===== config.mk =====
export PLATFORM = sky130hd
export DESIGN_NAME = pc_fetch_unit_flat
export DESIGN_NICKNAME = d
export VERILOG_FILES = /design/src/rtl/pc_fetch_pkg.sv /design/src/rtl/pc_fetch_unit_if.sv /design/src/rtl/pc_next_logic.sv /design/src/rtl/pc_fetch_unit.sv /design/src/flat_wrapper.sv
export SDC_FILE = /design/constraint.sdc
export NUM_CORES = 1
export LEC_CHECK = 0
export BUFFER_PORTS_ARGS = -buffer_cell sky130_fd_sc_hd__buf_2
export CORE_UTILIZATION = 45
export DETAILED_ROUTE_END_ITERATION = 12
export PLACE_DENSITY_LB_ADDON = 0.2
export SLEW_MARGIN = 10
export SYNTH_ARGS = -nofsm -noshare
export SYNTH_HDL_FRONTEND = slang
export SYNTH_SLANG_ARGS = --single-unit

===== constraint.sdc =====
create_clock -name clock -period 9.7 [get_ports clock]
set_clock_uncertainty 0.05 [all_clocks]
set_input_delay 0 -clock clock [delete_from_list [all_inputs] [get_ports clock]]
set_output_delay 0 -clock clock [all_outputs]
set_load 0.1 [all_outputs]

===== src/rtl/pc_fetch_pkg.sv =====
// Shared types and constants for the PC / instruction-fetch slice.
// Holds widths, PC-select encodings and FSM state codes.
package pc_fetch_pkg;

   localparam int PC_W    = 64;
   localparam int INSTR_W = 32;

   localparam logic [1:0] PS_HOLD = 2'b00;
   localparam logic [1:0] PS_INC  = 2'b01;
   localparam logic [1:0] PS_REG  = 2'b10;
   localparam logic [1:0] PS_REL  = 2'b11;

   typedef logic [1:0] state_t;

   localparam state_t ST_FETCH = 2'b00;
   localparam state_t ST_EXEC  = 2'b01;
   localparam state_t ST_FAULT = 2'b10;

endpackage


===== src/rtl/pc_fetch_unit_if.sv =====
// Instruction-memory req/ack bus between fetch unit and imem.
// The fetch unit is the master; memory is the slave.
interface pc_fetch_unit_if;
   import pc_fetch_pkg::*;

   logic               imem_req;
   logic [PC_W-1:0]    imem_addr;
   logic               imem_ack;
   logic [INSTR_W-1:0] imem_rdata;

   modport master (
      output imem_req,
      output imem_addr,
      input  imem_ack,
      input  imem_rdata
   );

   modport slave (
      input  imem_req,
      input  imem_addr,
      output imem_ack,
      output imem_rdata
   );

endinterface


===== src/rtl/pc_next_logic.sv =====
// Combinational next-PC selection from the control word PS field.
// All arithmetic wraps modulo 2^64.
module pc_next_logic
   import pc_fetch_pkg::*;
(
   input  logic [PC_W-1:0] pc_i,
   input  logic [1:0]      ps_i,
   input  logic [PC_W-1:0] k_i,
   input  logic [PC_W-1:0] pc_in_i,
   output logic [PC_W-1:0] next_pc_o
);

   logic [PC_W-1:0] inc;

   assign inc = pc_i + 64'd4;

   // select next PC source
   always_comb begin
      next_pc_o = pc_i;
      unique case (ps_i)
         PS_HOLD: next_pc_o = pc_i;
         PS_INC:  next_pc_o = inc;
         PS_REG:  next_pc_o = pc_in_i;
         PS_REL:  next_pc_o = inc + {k_i[PC_W-3:0], 2'b00};
         default: next_pc_o = pc_i;
      endcase
   end

endmodule


===== src/rtl/pc_fetch_unit.sv =====
// PC register and fetch FSM feeding the control unit.
// Optional misaligned-PC trap enabled by PC_MISALIGN_TRAP_EN.
module pc_fetch_unit
   import pc_fetch_pkg::*;
#(
   parameter logic [PC_W-1:0]    RESET_PC = 64'h0,
   parameter logic [INSTR_W-1:0] IR_RESET = 32'h0
)(
   input  logic               clock,
   input  logic               reset,
   input  logic [1:0]         ps,
   input  logic               ns,
   input  logic [PC_W-1:0]    k,
   input  logic [PC_W-1:0]    pc_in,
   pc_fetch_unit_if.master    imem,
   output logic [INSTR_W-1:0] instruction,
   output logic               instr_valid,
   output logic [PC_W-1:0]    pc,
   output logic [PC_W-1:0]    pc_plus4,
   output logic               fault
);

   state_t             state_q, state_d;
   logic [PC_W-1:0]    pc_q, pc_d;
   logic [INSTR_W-1:0] ir_q, ir_d;
   logic [PC_W-1:0]    next_pc;

   pc_next_logic u_next (
      .pc_i      (pc_q),
      .ps_i      (ps),
      .k_i       (k),
      .pc_in_i   (pc_in),
      .next_pc_o (next_pc)
   );

`ifdef PC_MISALIGN_TRAP_EN
   logic fault_q, fault_d;
   assign fault = fault_q;
`else
   assign fault = 1'b0;
`endif

   // request is masked by reset so it drops the instant reset asserts
   assign imem.imem_req  = (state_q == ST_FETCH) && !reset;
   assign imem.imem_addr = pc_q;
   assign instr_valid    = (state_q == ST_EXEC);
   assign instruction    = ir_q;
   assign pc             = pc_q;
   assign pc_plus4       = pc_q + 64'd4;

   // fetch / execute sequencing and PC update
   always_comb begin
      state_d = state_q;
      pc_d    = pc_q;
      ir_d    = ir_q;
`ifdef PC_MISALIGN_TRAP_EN
      fault_d = fault_q;
`endif
      case (state_q)
         ST_FETCH: begin
            if (imem.imem_ack) begin
               ir_d    = imem.imem_rdata;
               state_d = ST_EXEC;
            end
         end
         ST_EXEC: begin
`ifdef PC_MISALIGN_TRAP_EN
            pc_d = next_pc;
            if (next_pc[1:0] != 2'b00) begin
               fault_d = 1'b1;
               state_d = ST_FAULT;
            end else begin
               state_d = ns ? ST_EXEC : ST_FETCH;
            end
`else
            pc_d    = next_pc & ~64'h3;
            state_d = ns ? ST_EXEC : ST_FETCH;
`endif
         end
`ifdef PC_MISALIGN_TRAP_EN
         ST_FAULT: state_d = ST_FAULT;
`endif
         default: state_d = ST_FETCH;
      endcase
   end

   // state registers with asynchronous reset
   always_ff @(posedge clock or posedge reset) begin
      if (reset) begin
         state_q <= ST_FETCH;
         pc_q    <= RESET_PC;
         ir_q    <= IR_RESET;
`ifdef PC_MISALIGN_TRAP_EN
         fault_q <= 1'b0;
`endif
      end else begin
         state_q <= state_d;
         pc_q    <= pc_d;
         ir_q    <= ir_d;
`ifdef PC_MISALIGN_TRAP_EN
         fault_q <= fault_d;
`endif
      end
   end

endmodule

===== src/flat_wrapper.sv =====
// flat-port wrapper written by rule: the top's interface ports become plain ports
module pc_fetch_unit_flat import pc_fetch_pkg::*;
#(
   parameter logic [PC_W-1:0]    RESET_PC = 64'h0,
   parameter logic [INSTR_W-1:0] IR_RESET = 32'h0
)
  (clock, reset, ps, ns, k, pc_in, instruction, instr_valid, pc, pc_plus4, fault, imem_imem_req, imem_imem_addr, imem_imem_ack, imem_imem_rdata);
  pc_fetch_unit_if imem_i ();
  input  logic clock;
  input  logic reset;
  input  logic [1:0] ps;
  input  logic ns;
  input  logic [PC_W-1:0] k;
  input  logic [PC_W-1:0] pc_in;
  output logic [INSTR_W-1:0] instruction;
  output logic instr_valid;
  output logic [PC_W-1:0] pc;
  output logic [PC_W-1:0] pc_plus4;
  output logic fault;
  output wire logic [$bits(imem_i.imem_req)-1:0] imem_imem_req;
  output wire logic [$bits(imem_i.imem_addr)-1:0] imem_imem_addr;
  input wire logic [$bits(imem_i.imem_ack)-1:0] imem_imem_ack;
  input wire logic [$bits(imem_i.imem_rdata)-1:0] imem_imem_rdata;
  assign imem_imem_req = imem_i.imem_req;
  assign imem_imem_addr = imem_i.imem_addr;
  assign imem_i.imem_ack = imem_imem_ack;
  assign imem_i.imem_rdata = imem_imem_rdata;
  pc_fetch_unit #(.RESET_PC(RESET_PC), .IR_RESET(IR_RESET)) u_core (.clock(clock), .reset(reset), .ps(ps), .ns(ns), .k(k), .pc_in(pc_in), .imem(imem_i), .instruction(instruction), .instr_valid(instr_valid), .pc(pc), .pc_plus4(pc_plus4), .fault(fault));
endmodule

==> impl_results.md <==
- Hold Path End: u_core.imem.imem_addr[6]
- DR WL/cell: 21.2 um
- Via/cell ratio: 6.01
- Post_cts resized: 0
- WS Path Type: flop to flop
- Finish-stage setup viols: 0
- Worst path required time: 9890 ps
- Num CTS Buffers: 9
- Unrepaired setup endpoints after global routing: false
- Initial antenna violation count: 0
- Initial Util: 46.1%
- WP buf/inv: 0
- Drt pass-1 iters: 7
- F_max: 185 MHz
- Final net count: 1916
- EDFF count, synth: 0
- Root Buffer: clkbuf_16
- Outcome: complete, no violations
- Fin crit share: 55.6%
- Total grt overflow: 0
- Final TNS setup: 0 ps
- DR vias: 11800
- CTS Buffer Depth: 2
- N_diodes: 0
- CTS H-tree depth: 3
- Chip Width: 155 um
- Hold_sp: pc_in[6]
- Worst hold path depth: 4
- Die area: 23900 um2
- Number of global-route vias before repair: 11100
- Worst hold path type: input port to flop
- Clock latency on the worst-skew pair: 370 ps
- Post-CTS Setup Bufs: 0
- Post-synthesis cell type count: 73
- Fin. max-slew vios: 0
- FF-to-FF path depth: 17
- Clk sinks: 95
- Register-to-Register Setup Slack: 4300 ps
- GPL Wtd Cong: 0.971
- Worst-path cell chain: and4_1, nand4_1, nor2_1, nand2_2, nor3_1, nand3_1, xnor2_1, ha_1, a21o_1, a21o_1, a21oi_1, o21ai_0, a21boi_0, o2111ai_1, and3_1, or4_1, o221a_2
- CP top delay family: simple AND/OR/NAND/NOR gates
- Synth Register Bits: 95
- Post-route non-filler standard cell count: 1964
- Worst slew pin tran: 977 ps
- Post-synthesis sequential area ratio: 22.7%
- Slowest cell on crit path: dfrtp_1
- Post-Syn Area: 10500 um2
- IO buf count: 381
- Synth Instances: 1350
- CTS tree: built
- Worst R2R End: u_core.imem.imem_addr[63]
- Hpwl dp: 30000 um
- CP startpoint kind: flop
- Main synth FF type: dfrtp_1
- Rows: 55
- Cells after DPL: 1896
- Critical path depth: 17
- Critical path peak fanout: 10
- FILL cells: 2175
- Most used cell, CP: a21o_1
- Area growth syn-to-layout: 23.4%
- Syn_area_per_cell: 7.76 um2
- Hold Buf Count CTS: 52
- Global-route wire length before repair: 62100 um
- Async S/R FF share, synth: 100%
- Final WL: 41600 um
- Hold WS: 6.19 ps
- Post-route ant nets: 0
- Worst r2r src: u_core.imem.imem_addr[10]
- Core area: 22700 um2
- GRT Util Overall: 33.7%
- Relative slew slack: 34.7%
- CP peak stage delay: 520 ps
- DRT iter0 DRCs: 1009
- # IOs: 393
- Placed Area: 12100 um2
- Largest net degree at the start of global routing: 62
- Worst Path Arrival: 5590 ps
- Share of cells above drive strength 1: 28.4%
- Post-layout instance area: 12900 um2
- DRC Markers: 0
- Period minus WS final: 5400 ps
- Max_cap viols: 0
- Reg clk slew, reported paths: 90 ps
- Critical path capture point type: flop
- Chip height: 155 um
- YS warnings: 0
- Final Hold Viols: 0
## Yosys cell counts, types with 20 or more instances
cell type / instances / area share [%]
a21oi_1: 125 / 6.0
nand3_1: 49 / 2.3
mux2_2: 35 / 3.8
ha_1: 75 / 9.0
o21bai_1: 22 / 1.6
nor3_1: 26 / 1.2
a31oi_1: 21 / 1.3
dfrtp_1: 95 / 23
xnor2_1: 64 / 5.4
inv_1: 31 / 1.1
buf_4: 70 / 5.0
nand2_1: 122 / 4.4
nand4_1: 28 / 1.7
and3_1: 20 / 1.2
o21ai_0: 107 / 5.1
xor2_1: 48 / 4.0
clkbuf_1: 59 / 2.1
nor2_1: 116 / 4.2
## stage by stage
| stage | util [%] | setup WS, ps |
|---|---|---|
| global route | 56.9 | 4070 |
| global placement | 53.2 | 4560 |
| detailed placement | 53.2 | 4560 |
| CTS | 56.9 | 4510 |
| floorplan | - | 2940 |
| finish | 56.9 | 4300 |
## cell usage in the layout, fill, tap and decap left out, types with 28 or more instances in the layout
cell type | Yosys | final
nand4_1 | 28 | 28
buf_2 | 2 | 381
xor2_1 | 48 | 48
ha_1 | 75 | 75
mux2_2 | 35 | 35
nor2_1 | 116 | 114
xnor2_1 | 64 | 64
o21ai_0 | 107 | 107
dlygate4sd3_1 | 0 | 52
a21oi_1 | 125 | 125
inv_1 | 31 | 30
dfrtp_1 | 95 | 94
nand3_1 | 49 | 49
nand2_1 | 122 | 122
## routing by layer
metal	up-vias	track usage (%)	share of wire, %	routed length [um]
met5	-	0	0	0
met4	0	14.4	4.0	1650
met3	109	5.02	9.2	3810
met2	697	57.4	47	19700
met1	5492	42.4	39	16400
li1	5511	-	-	-
## state kept, by name (all words and copies together), names as in the netlist
signal / cells
u_core.instruction: 32
u_core.imem.imem_addr: 62
u_core.state_q: 1
## worst min-delay path: stages
cell	delay (ps)
buf_2	90
a21o_1	130
a221oi_1	80
nor2_1	90
## how the worst max path moves through the flow
stage	from	to	slack, ps
floorplan	u_core.imem.imem_addr[20]	u_core.imem.imem_addr[63]	2940
global placement	u_core.imem.imem_addr[10]	u_core.imem.imem_addr[63]	4560
detailed placement	u_core.imem.imem_addr[10]	u_core.imem.imem_addr[63]	4560
CTS	u_core.imem.imem_addr[10]	u_core.imem.imem_addr[63]	4510
global route	u_core.imem.imem_addr[10]	u_core.imem.imem_addr[63]	4070
finish	u_core.imem.imem_addr[10]	u_core.imem.imem_addr[63]	4300
## cells by family after synthesis
kind of cell / Yosys count / synth area share [%]
compound gates: 425 / 25.7
simple gates: 420 / 19.3
buf+inv: 172 / 8.70
xor+xnor: 112 / 9.37
flops: 95 / 22.7
fa+ha+maj: 76 / 9.15
mux: 49 / 5.10
other cells: 1 / 0.0358
## layout make-up
class / count / area (um2) / area share (%)
Clock buffer: 9 / 225 / 1.74
Clock inverter: 7 / 81.3 / 0.630
Inverter: 31 / 119 / 0.920
Multi-Input combinational cell: 1089 / 7220 / 55.9
Sequential cell: 95 / 2380 / 18.4
Tap cell: 285 / 357 / 2.76
Timing Repair Buffer: 448 / 2540 / 19.7
Power is not shown: default switching activity piles up to over one toggle a cycle in this logic, so the estimate is an artifact.
